`src/rtl/seg7_pkg.sv`:
```
// Shared 7-segment definitions: active-low segment codes (bit0=a .. bit6=g),
// special BCD values and the scan-reader FSM states.
package seg7_pkg;

    localparam logic [6:0] SEG_0 = 7'h40;
    localparam logic [6:0] SEG_1 = 7'h79;
    localparam logic [6:0] SEG_2 = 7'h24;
    localparam logic [6:0] SEG_3 = 7'h30;
    localparam logic [6:0] SEG_4 = 7'h19;
    localparam logic [6:0] SEG_5 = 7'h12;
    localparam logic [6:0] SEG_6 = 7'h02;
    localparam logic [6:0] SEG_7 = 7'h78;
    localparam logic [6:0] SEG_8 = 7'h00;
    localparam logic [6:0] SEG_9 = 7'h10;

    localparam logic [6:0] BLANK_CODE  = 7'h7F;
    localparam logic [3:0] BCD_BLANK   = 4'hF;
    localparam logic [3:0] BCD_INVALID = 4'hE;

    typedef enum logic [1:0] {
        SEARCH = 2'd0,
        SETTLE = 2'd1,
        HOLD   = 2'd2
    } scan_state_e;

endpackage

```
`src/rtl/seg7_to_bcd.sv`:
```
// Combinational inverse of the segment table: active-low pattern to BCD digit.
// Blank maps to BCD_BLANK; anything unrecognised maps to BCD_INVALID with invalid_o set.
module seg7_to_bcd
    import seg7_pkg::*;
(
    input  logic [6:0] seg_n_i,
    output logic [3:0] bcd_o,
    output logic       invalid_o
);

    always_comb begin
        bcd_o     = BCD_INVALID;
        invalid_o = 1'b1;
        case (seg_n_i)
            SEG_0:      begin bcd_o = 4'd0;      invalid_o = 1'b0; end
            SEG_1:      begin bcd_o = 4'd1;      invalid_o = 1'b0; end
            SEG_2:      begin bcd_o = 4'd2;      invalid_o = 1'b0; end
            SEG_3:      begin bcd_o = 4'd3;      invalid_o = 1'b0; end
            SEG_4:      begin bcd_o = 4'd4;      invalid_o = 1'b0; end
            SEG_5:      begin bcd_o = 4'd5;      invalid_o = 1'b0; end
            SEG_6:      begin bcd_o = 4'd6;      invalid_o = 1'b0; end
            SEG_7:      begin bcd_o = 4'd7;      invalid_o = 1'b0; end
            SEG_8:      begin bcd_o = 4'd8;      invalid_o = 1'b0; end
            SEG_9:      begin bcd_o = 4'd9;      invalid_o = 1'b0; end
            BLANK_CODE: begin bcd_o = BCD_BLANK; invalid_o = 1'b0; end
            default:    ;
        endcase
    end

endmodule

```
`src/rtl/seg7_scan_reader.sv`:
```
// Reconstructs a multi-digit BCD value from a multiplexed active-low 7-segment bus:
// synchronise, wait for a stable one-hot dwell, capture per digit, publish full frames.
module seg7_scan_reader
    import seg7_pkg::*;
#(
    parameter int NUM_DIGITS     = 4,
    parameter int STABLE_CYCLES  = 8,
    parameter int TIMEOUT_CYCLES = 65536
) (
    input  logic                    clk,
    input  logic                    rst_n,
    input  logic [6:0]              seg_n,
    input  logic [NUM_DIGITS-1:0]   an_n,
    output logic [4*NUM_DIGITS-1:0] bcd_out,
    output logic                    frame_valid,
    output logic                    frame_err,
    output logic                    stale,
    output scan_state_e             dbg_state_o
);

    localparam int CW = $clog2(STABLE_CYCLES + 1);
    localparam int TW = $clog2(TIMEOUT_CYCLES);
    localparam int IW = (NUM_DIGITS > 1) ? $clog2(NUM_DIGITS) : 1;

    logic [6:0]              seg_s1_q, seg_s2_q, seg_prev_q;
    logic [NUM_DIGITS-1:0]   an_s1_q, an_s2_q, an_prev_q;
    scan_state_e             state_q, state_d;
    logic [CW-1:0]           cnt_q, cnt_d;
    logic                    capture;
    logic [4*NUM_DIGITS-1:0] shadow_q, shadow_d, bcd_q, bcd_d;
    logic [NUM_DIGITS-1:0]   mask_q, mask_d, err_q, err_d;
    logic [TW-1:0]           timer_q, timer_d;
    logic                    fv_q, fv_d, ferr_q, ferr_d, stale_q, stale_d;
    logic [NUM_DIGITS-1:0]   an_act;
    logic                    one_hot, changed, publish, timeout;
    logic [IW-1:0]           idx;
    logic [3:0]              dec_bcd;
    logic                    dec_invalid;

    seg7_to_bcd u_dec (
        .seg_n_i   (seg_s2_q),
        .bcd_o     (dec_bcd),
        .invalid_o (dec_invalid)
    );

    assign an_act  = ~an_s2_q;
    assign one_hot = (an_act != '0) && ((an_act & (an_act - NUM_DIGITS'(1))) == '0);
    assign changed = (an_s2_q != an_prev_q) || (seg_s2_q != seg_prev_q);

    always_comb begin
        idx = '0;
        for (int i = 0; i < NUM_DIGITS; i++) begin
            if (!an_s2_q[i]) idx = IW'(i);
        end
    end

    // Synchroniser, previous-sample register and FSM state.
    always_ff @(posedge clk or negedge rst_n) begin
        if (!rst_n) begin
            seg_s1_q   <= BLANK_CODE;
            seg_s2_q   <= BLANK_CODE;
            seg_prev_q <= BLANK_CODE;
            an_s1_q    <= '1;
            an_s2_q    <= '1;
            an_prev_q  <= '1;
            state_q    <= SEARCH;
            cnt_q      <= '0;
        end else begin
            seg_s1_q   <= seg_n;
            seg_s2_q   <= seg_s1_q;
            seg_prev_q <= seg_s2_q;
            an_s1_q    <= an_n;
            an_s2_q    <= an_s1_q;
            an_prev_q  <= an_s2_q;
            state_q    <= state_d;
            cnt_q      <= cnt_d;
        end
    end

    // The count includes the current sample, so a fresh dwell starts at 1.
    always_comb begin
        state_d = state_q;
        cnt_d   = cnt_q;
        capture = 1'b0;
        case (state_q)
            SEARCH: begin
                cnt_d = '0;
                if (one_hot) begin
                    state_d = SETTLE;
                    cnt_d   = CW'(1);
                end
            end
            SETTLE: begin
                if (changed) begin
                    state_d = one_hot ? SETTLE : SEARCH;
                    cnt_d   = one_hot ? CW'(1) : '0;
                end else if (cnt_q == CW'(STABLE_CYCLES - 1)) begin
                    capture = 1'b1;
                    state_d = HOLD;
                    cnt_d   = CW'(STABLE_CYCLES);
                end else begin
                    cnt_d = cnt_q + CW'(1);
                end
            end
            HOLD: begin
                if (changed) begin
                    state_d = one_hot ? SETTLE : SEARCH;
                    cnt_d   = one_hot ? CW'(1) : '0;
                end
            end
            default: begin
                state_d = SEARCH;
                cnt_d   = '0;
            end
        endcase
    end

    // Publish/timeout clear the mask first so a same-cycle capture survives.
    always_comb begin
        publish  = &mask_q;
        timeout  = (timer_q == TW'(TIMEOUT_CYCLES - 2)) && !publish;
        shadow_d = shadow_q;
        mask_d   = mask_q;
        err_d    = err_q;
        bcd_d    = bcd_q;
        ferr_d   = ferr_q;
        fv_d     = publish;
        stale_d  = timeout;
        timer_d  = (timer_q == TW'(TIMEOUT_CYCLES - 1)) ? '0 : timer_q + TW'(1);
        if (publish) begin
            bcd_d   = shadow_q;
            ferr_d  = |err_q;
            mask_d  = '0;
            err_d   = '0;
            timer_d = '0;
        end else if (timeout) begin
            mask_d = '0;
            err_d  = '0;
        end
        if (capture) begin
            shadow_d[4*int'(idx) +: 4] = dec_bcd;
            mask_d[idx]                = 1'b1;
            err_d[idx]                 = dec_invalid;
        end
    end

    always_ff @(posedge clk or negedge rst_n) begin
        if (!rst_n) begin
            shadow_q <= '0;
            mask_q   <= '0;
            err_q    <= '0;
            bcd_q    <= '0;
            ferr_q   <= 1'b0;
            fv_q     <= 1'b0;
            stale_q  <= 1'b0;
            timer_q  <= '0;
        end else begin
            shadow_q <= shadow_d;
            mask_q   <= mask_d;
            err_q    <= err_d;
            bcd_q    <= bcd_d;
            ferr_q   <= ferr_d;
            fv_q     <= fv_d;
            stale_q  <= stale_d;
            timer_q  <= timer_d;
        end
    end

    assign bcd_out     = bcd_q;
    assign frame_valid = fv_q;
    assign frame_err   = ferr_q;
    assign stale       = stale_q;
    assign dbg_state_o = state_q;

endmodule
```
`config.mk`:
```
export PLATFORM = sky130hd
export DESIGN_NAME = seg7_scan_reader
export DESIGN_NICKNAME = d
export VERILOG_FILES = /design/src/rtl/seg7_pkg.sv /design/src/rtl/seg7_to_bcd.sv /design/src/rtl/seg7_scan_reader.sv
export SDC_FILE = /design/constraint.sdc
export NUM_CORES = 1
export LEC_CHECK = 0
export ABC_AREA = 1
export BUFFER_PORTS_ARGS = -buffer_cell sky130_fd_sc_hd__buf_2
export CORE_UTILIZATION = 40
export DETAILED_ROUTE_END_ITERATION = 10
export SLEW_MARGIN = 20
export SYNTH_ARGS = -nofsm -noshare
export SYNTH_HDL_FRONTEND = slang
export SYNTH_SLANG_ARGS = --single-unit
```
`constraint.sdc`:
```
create_clock -name clk -period 4.5 [get_ports clk]
set_input_delay 0.9 -clock clk [delete_from_list [all_inputs] [get_ports clk]]
set_output_delay 0.9 -clock clk [all_outputs]
set_load 0.02 [all_outputs]
```
==> Word level (Yosys, flattened, before mapping) <==
Index checks and enable logic that the tools add are counted.
Widths: inputs -> output; s select.
{ "classes": {"addsub": 4, "n_mul": 0, "div": 0, "magnitude_cmp": 2, "n_eq_ne": 20, "shifts": 2, "n_mux": 31, "bitwise_logic": 3, "reduce_logical": 13} }
{ "ops": {"columns": ["cell", "count"], "rows": [
  ["$pmux 4 s11", 1],
  ["$mux 4", 9],
  ["$neg 4->33", 1],
  ["$shift 4x33->16 const A", 1],
  ["$shiftx 4x33->16", 1],
  ["$eq 16x16->1 const B", 2],
  ["$mux 16", 2],
  ["$eq 7x7->1 const B", 4],
  ["$eq 7x5->1 const B", 3],
  ["$add 16x1->16 const B", 1],
  ["$bwmux 16", 1],
  ["$eq 7x6->1 const B", 2],
  ["$mux 2", 6],
  ["$pmux 4 s3", 1],
  ["$reduce_or 11->1", 1],
  ["$mux 1", 8],
  ["$eq 7x2->1 const B", 1],
  ["$logic_not 7->1", 1],
  ["$ne 7x7->1", 1],
  ["$pmux 2 s3", 1],
  ["$add 4x1->4 const B", 1],
  ["$and 4x4->4", 1],
  ["$bwmux 4", 1],
  ["$eq 4x3->1 const B", 1],
  ["20 further kinds", 23]
]} }
{ "word_totals": {"register_bits": 98, "latch_bits": 0, "ramBits": 0, "mem_bits_ro": 0, "out_inout_bits": 21, "n_memories": 0} }

==> Depth between registers and ports, before layout <==
{ "depth": {"depth_word": 9, "depth_mapped": 11} }

==> By module <==
A second synthesis with hierarchy kept.
{ "unflattened": {"cells_unflattened": 497, "hier_area_um2": 4475.5} }
{ "by_module_without_submodules": {"columns": ["module", "n_inst", "cells_per_inst", "area_each_um2"], "rows": [
  ["seg7_scan_reader", 1, 438, 4205.3],
  ["seg7_to_bcd", 1, 59, 270.3]
]} }

==> Worst setup path after synthesis <==
No wires, ideal clock.
{ "synth_path": {"path_kind": "register -> register", "startpoint": "register seg_s2_q[2]", "endpoint": "register shadow_q[4]", "setup_time_ps": 133, "arrival_ps": 1534, "required_ps": 4367, "setup_slack_ps": 2833, "stages_incl_launch_ff": 9, "synth_period_minus_slack_ps": 1667, "cell_sequence": "dfstp_2 -> xnor2_1 -> nand2_1 -> nor2_2 -> nand4_4 -> nor2_8 -> nand2_4 -> nand2_1 -> o21ai_2"} }
{ "synth_between": {"elab_chain_cells": 4} }
{ "synth_rtl": {"columns": ["item", "line_no", "rtl"], "rows": [
  ["start, declared", "seg7_scan_reader.sv:25", "logic [6:0] seg_s1_q, seg_s2_q, seg_prev_q;"],
  ["start signal, assigned", "seg7_scan_reader.sv:70", "seg_s2_q <= seg_s1_q;"],
  ["$eq 7x7->1 (tied with other cells)", "seg7_to_bcd.sv:14", "case (seg_n_i)"],
  ["$pmux 4 s11 / $logic_or 1x1->1 (equally long branches)", "seg7_to_bcd.sv:14, seg7_scan_reader.sv:48", null],
  ["$shiftx 4x33->16 / $mux 1 (equally long branches)", "seg7_scan_reader.sv:141, seg7_scan_reader.sv:94", null],
  ["$bwmux 16 / $mux 1 (equally long branches)", "seg7_scan_reader.sv:141, seg7_scan_reader.sv:85", null],
  ["end signal, assigned", "seg7_scan_reader.sv:158", "shadow_q <= shadow_d;"],
  ["end, declared", "seg7_scan_reader.sv:30", "logic [4*NUM_DIGITS-1:0] shadow_q, shadow_d, bcd_q, bcd_d;"]
]} }
Parallel ways exist; a longest one is shown, timed or not.
A chain may end at the register's enable or synchronous reset.

==> Worst setup path in the final report <==
{ "layout_path": {"startpoint": "register mask_q[0]", "endpoint": "register timer_q[12]"} }
{ "layout_between": {"elab_chain_cells": 2} }
{ "layout_rtl": {"columns": ["item", "line_no", "rtl"], "rows": [
  ["start, declared", "seg7_scan_reader.sv:31", "logic [NUM_DIGITS-1:0] mask_q, mask_d, err_q, err_d;"],
  ["start signal, assigned", "seg7_scan_reader.sv:159", "mask_q <= mask_d;"],
  ["$reduce_and 4->1", "seg7_scan_reader.sv:120", "publish = &mask_q;"],
  ["$mux 16", "seg7_scan_reader.sv:130", "if (publish) begin"],
  ["named net timer_d[12]", "seg7_scan_reader.sv:32", "logic [TW-1:0] timer_q, timer_d;"],
  ["end signal, assigned", "seg7_scan_reader.sv:165", "timer_q <= timer_d;"],
  ["end, declared", "seg7_scan_reader.sv:32", null]
]} }
The timed path passes the listed nets, and every way through them passes these cells.

==> metrics.csv <==
metric,value,unit
synth_top_area_cell,dfrtp_1,
powerDensity,328,nW/um2
cts_root_buf,clkbuf_8,
seqCellArea,2490,um2
hpwl,5.16,mm
setup_violations,0,
ant_nets,0,
relSlewSlack,42.5,%
ys.flop_type,dfrtp_1,
rsz0062_at_grt,false,
grt_pass1_wl,13.2,mm
start_util,41.0,%
finalWirelength,7.32,mm
skew,0.0206,ns
period_needed,1.95,ns
path_class,register to register,
cts_hold_repair.buffers,0,
synth_common_cells,"179 x nand2_1, 65 x dfrtp_1, 46 x inv_1",
maxCapViolCount,0,
leakage,2.57,nW
rows,37,
place_inst,639,
portBuffers,33,
numClockSinks,98,
cts_buffers,9,
synth_cells,472,
fin_setup_tns,0,ns
gp_congestion,0.750,
hp-start,seg_s1_q[4],
hold_class,register to register,
dieWidth,104,um
grt-ovfl-total,0,
rrSetupSlack,2.55,ns
gr-usage-all-layers,15.1,%
yosysMostFrequentCell,nand2_1,
avgViaCountPerCell,4.60,
synth_cell_types,34,
drive_gt1_share,20.2,%
reg2reg_to,timer_q[12],
slew_violations,0,
dieArea,10900,um2
yosys_warnings,0,
multi_input_area,1500,um2
peakVddDrop,142,uV
ys_seq_elements,98,
grt_pass1_vias,2985,
worstPathRequired,4.78,ns
max_freq,0.512,GHz
synth_area,4200,um2
syn_nets,488,
vias,3010,
wire_per_inst,11.2,um
reg2reg_depth,8,
async_flop_share,100,%
synth-edff-count,0,
arrival,2.23,ns
final_net_count,530,
n_antenna_cell,0,
cts.clk_slew.worst_paths,0.10,ns
status,"finished, final reports clean",
cts_tree,built,
postCtsSetupBuffers,0,
whs_path_depth,0,
clk_latency,0.36,ns
post_cts_resized,0,
hold_viol,0,
grt_antenna_before_repair,0,
ys_seq_area_share,59.4,%
rr_startpoint,mask_q[0],
ctsHtreeMaxLevel,3,
first_pass_iters,4,
yosys-top-cells-area,"dfrtp_1 39%, dfstp_2 21%, nand2_1 16%, inv_1 4.1%, nor2_1 3.8%",
die_y,104,um
area_delta_synth_final,12.1,%
fillers,1031,
grt_max_degree,70,
cp_max_fo,26,
core,10200,um2
ios,34,
synth_area_per_cell,8.89,um2
drc,0,
instances_no_fill,655,
holdPathEnd,seg_s2_q[4],
drtIter0Drc,113,
ctsLongestPathBuffers,2,
cp-end-kind,register,
start_kind,register,
fin_crit_sh,43.4,%
tightest_slew,0.862,ns
synth_top_area_share,38.8,%
==> power by group <==
part	internal (mW)	switching (mW)	total [mW]
registers	0.915	0.0197	0.935
logic	0.0343	0.0708	0.105
clock network	0.205	0.297	0.501
==> flip-flops by register name (all words and copies together) (netlist names), 2 cells and up <==
name / count
timer_q: 16
err_q: 4
shadow_q: 16
an_prev_q: 4
cnt_q: 4
seg_s2_q: 7
seg_s1_q: 7
bcd_out: 16
seg_prev_q: 7
dbg_state_o: 2
an_s1_q: 4
an_s2_q: 4
mask_q: 4
==> logic make-up after synthesis <==
family	Yosys count	synth area share, %
compound gates	36	4.86
xor+xnor	9	1.88
fa+ha+maj	3	0.895
buf+inv	54	4.92
flops	98	59.4
simple gates	272	28.0
==> layout make-up <==
cell class              count  area share [%]
clock buffers              11            2.79
well taps                 136            3.62
clock inverters             5           0.824
repair buffers             35            3.88
inverters                  50            4.07
flip-flops and latches     98            53.0
multi-input cells         320            31.8
==> per-layer routing <==
metal	track usage, %	routed length, um	up-vias
li1	-	-	1549
met1	19.6	3660	1404
met4	5.61	74	0
met2	24.4	3340	51
met3	3.57	246	6
met5	0	0	-
==> metrics by stage <==
| step | hold WS, ns | total power [mW] | worst slack, ns | util, % | cell area (um2) |
|---|---|---|---|---|---|
| detailed placement | 0.347 | 1.06 | 2.45 | 44.3 | 4530 |
| global route | 0.361 | 1.62 | 2.29 | 46.0 | 4700 |
| floorplan | 0.345 | 1.01 | 2.83 | - | 4200 |
| CTS | 0.360 | 1.57 | 2.50 | 46.0 | 4700 |
| finish | 0.359 | 1.54 | 2.55 | 46.0 | 4700 |
| global placement | 0.346 | 1.05 | 2.47 | 44.3 | 4530 |
==> worst max-delay path, stage by stage (launching register included) <==
cell     delay, ns
dfrtp_1       0.40
nand2_1       0.08
nor2_2        0.03
buf_4         0.21
inv_1         0.47
o21ai_2       0.19
inv_1         0.20
o21ai_0       0.11
a21oi_1       0.17
==> cells in the final DEF (no fill, tap or decap), drive strengths merged <==
master,instances
buf,35
nor3,9
nor2,49
a31oi,3
clkinv,4
dfrtp,65
nand3b,1
xnor2,7
nand3,16
inv,49
clkbuf,11
o211a,1
nor4,1
o21a,1
nand2,185
dfstp,33
clkinvlp,2
o21ai,24
or2,2
nor3b,1
xor2,2
nand4,8
ha,3
a21oi,6
o22ai,1
==> worst max-delay path by stage <==
stage                start             to  slack [ns]  cells after the start
2_1_floorplan  seg_s2_q[2]    shadow_q[4]        2.83                      8
4_1_cts          mask_q[0]    timer_q[12]        2.50                      8
6_report         mask_q[0]    timer_q[12]        2.55                      8
3_5_place_dp         rst_n  seg_prev_q[4]        2.45                      2
3_3_place_gp         rst_n  seg_prev_q[4]        2.47                      2
5_1_grt          mask_q[0]    timer_q[12]        2.29                      8
Note: power is estimated with default switching activity, not from simulation.
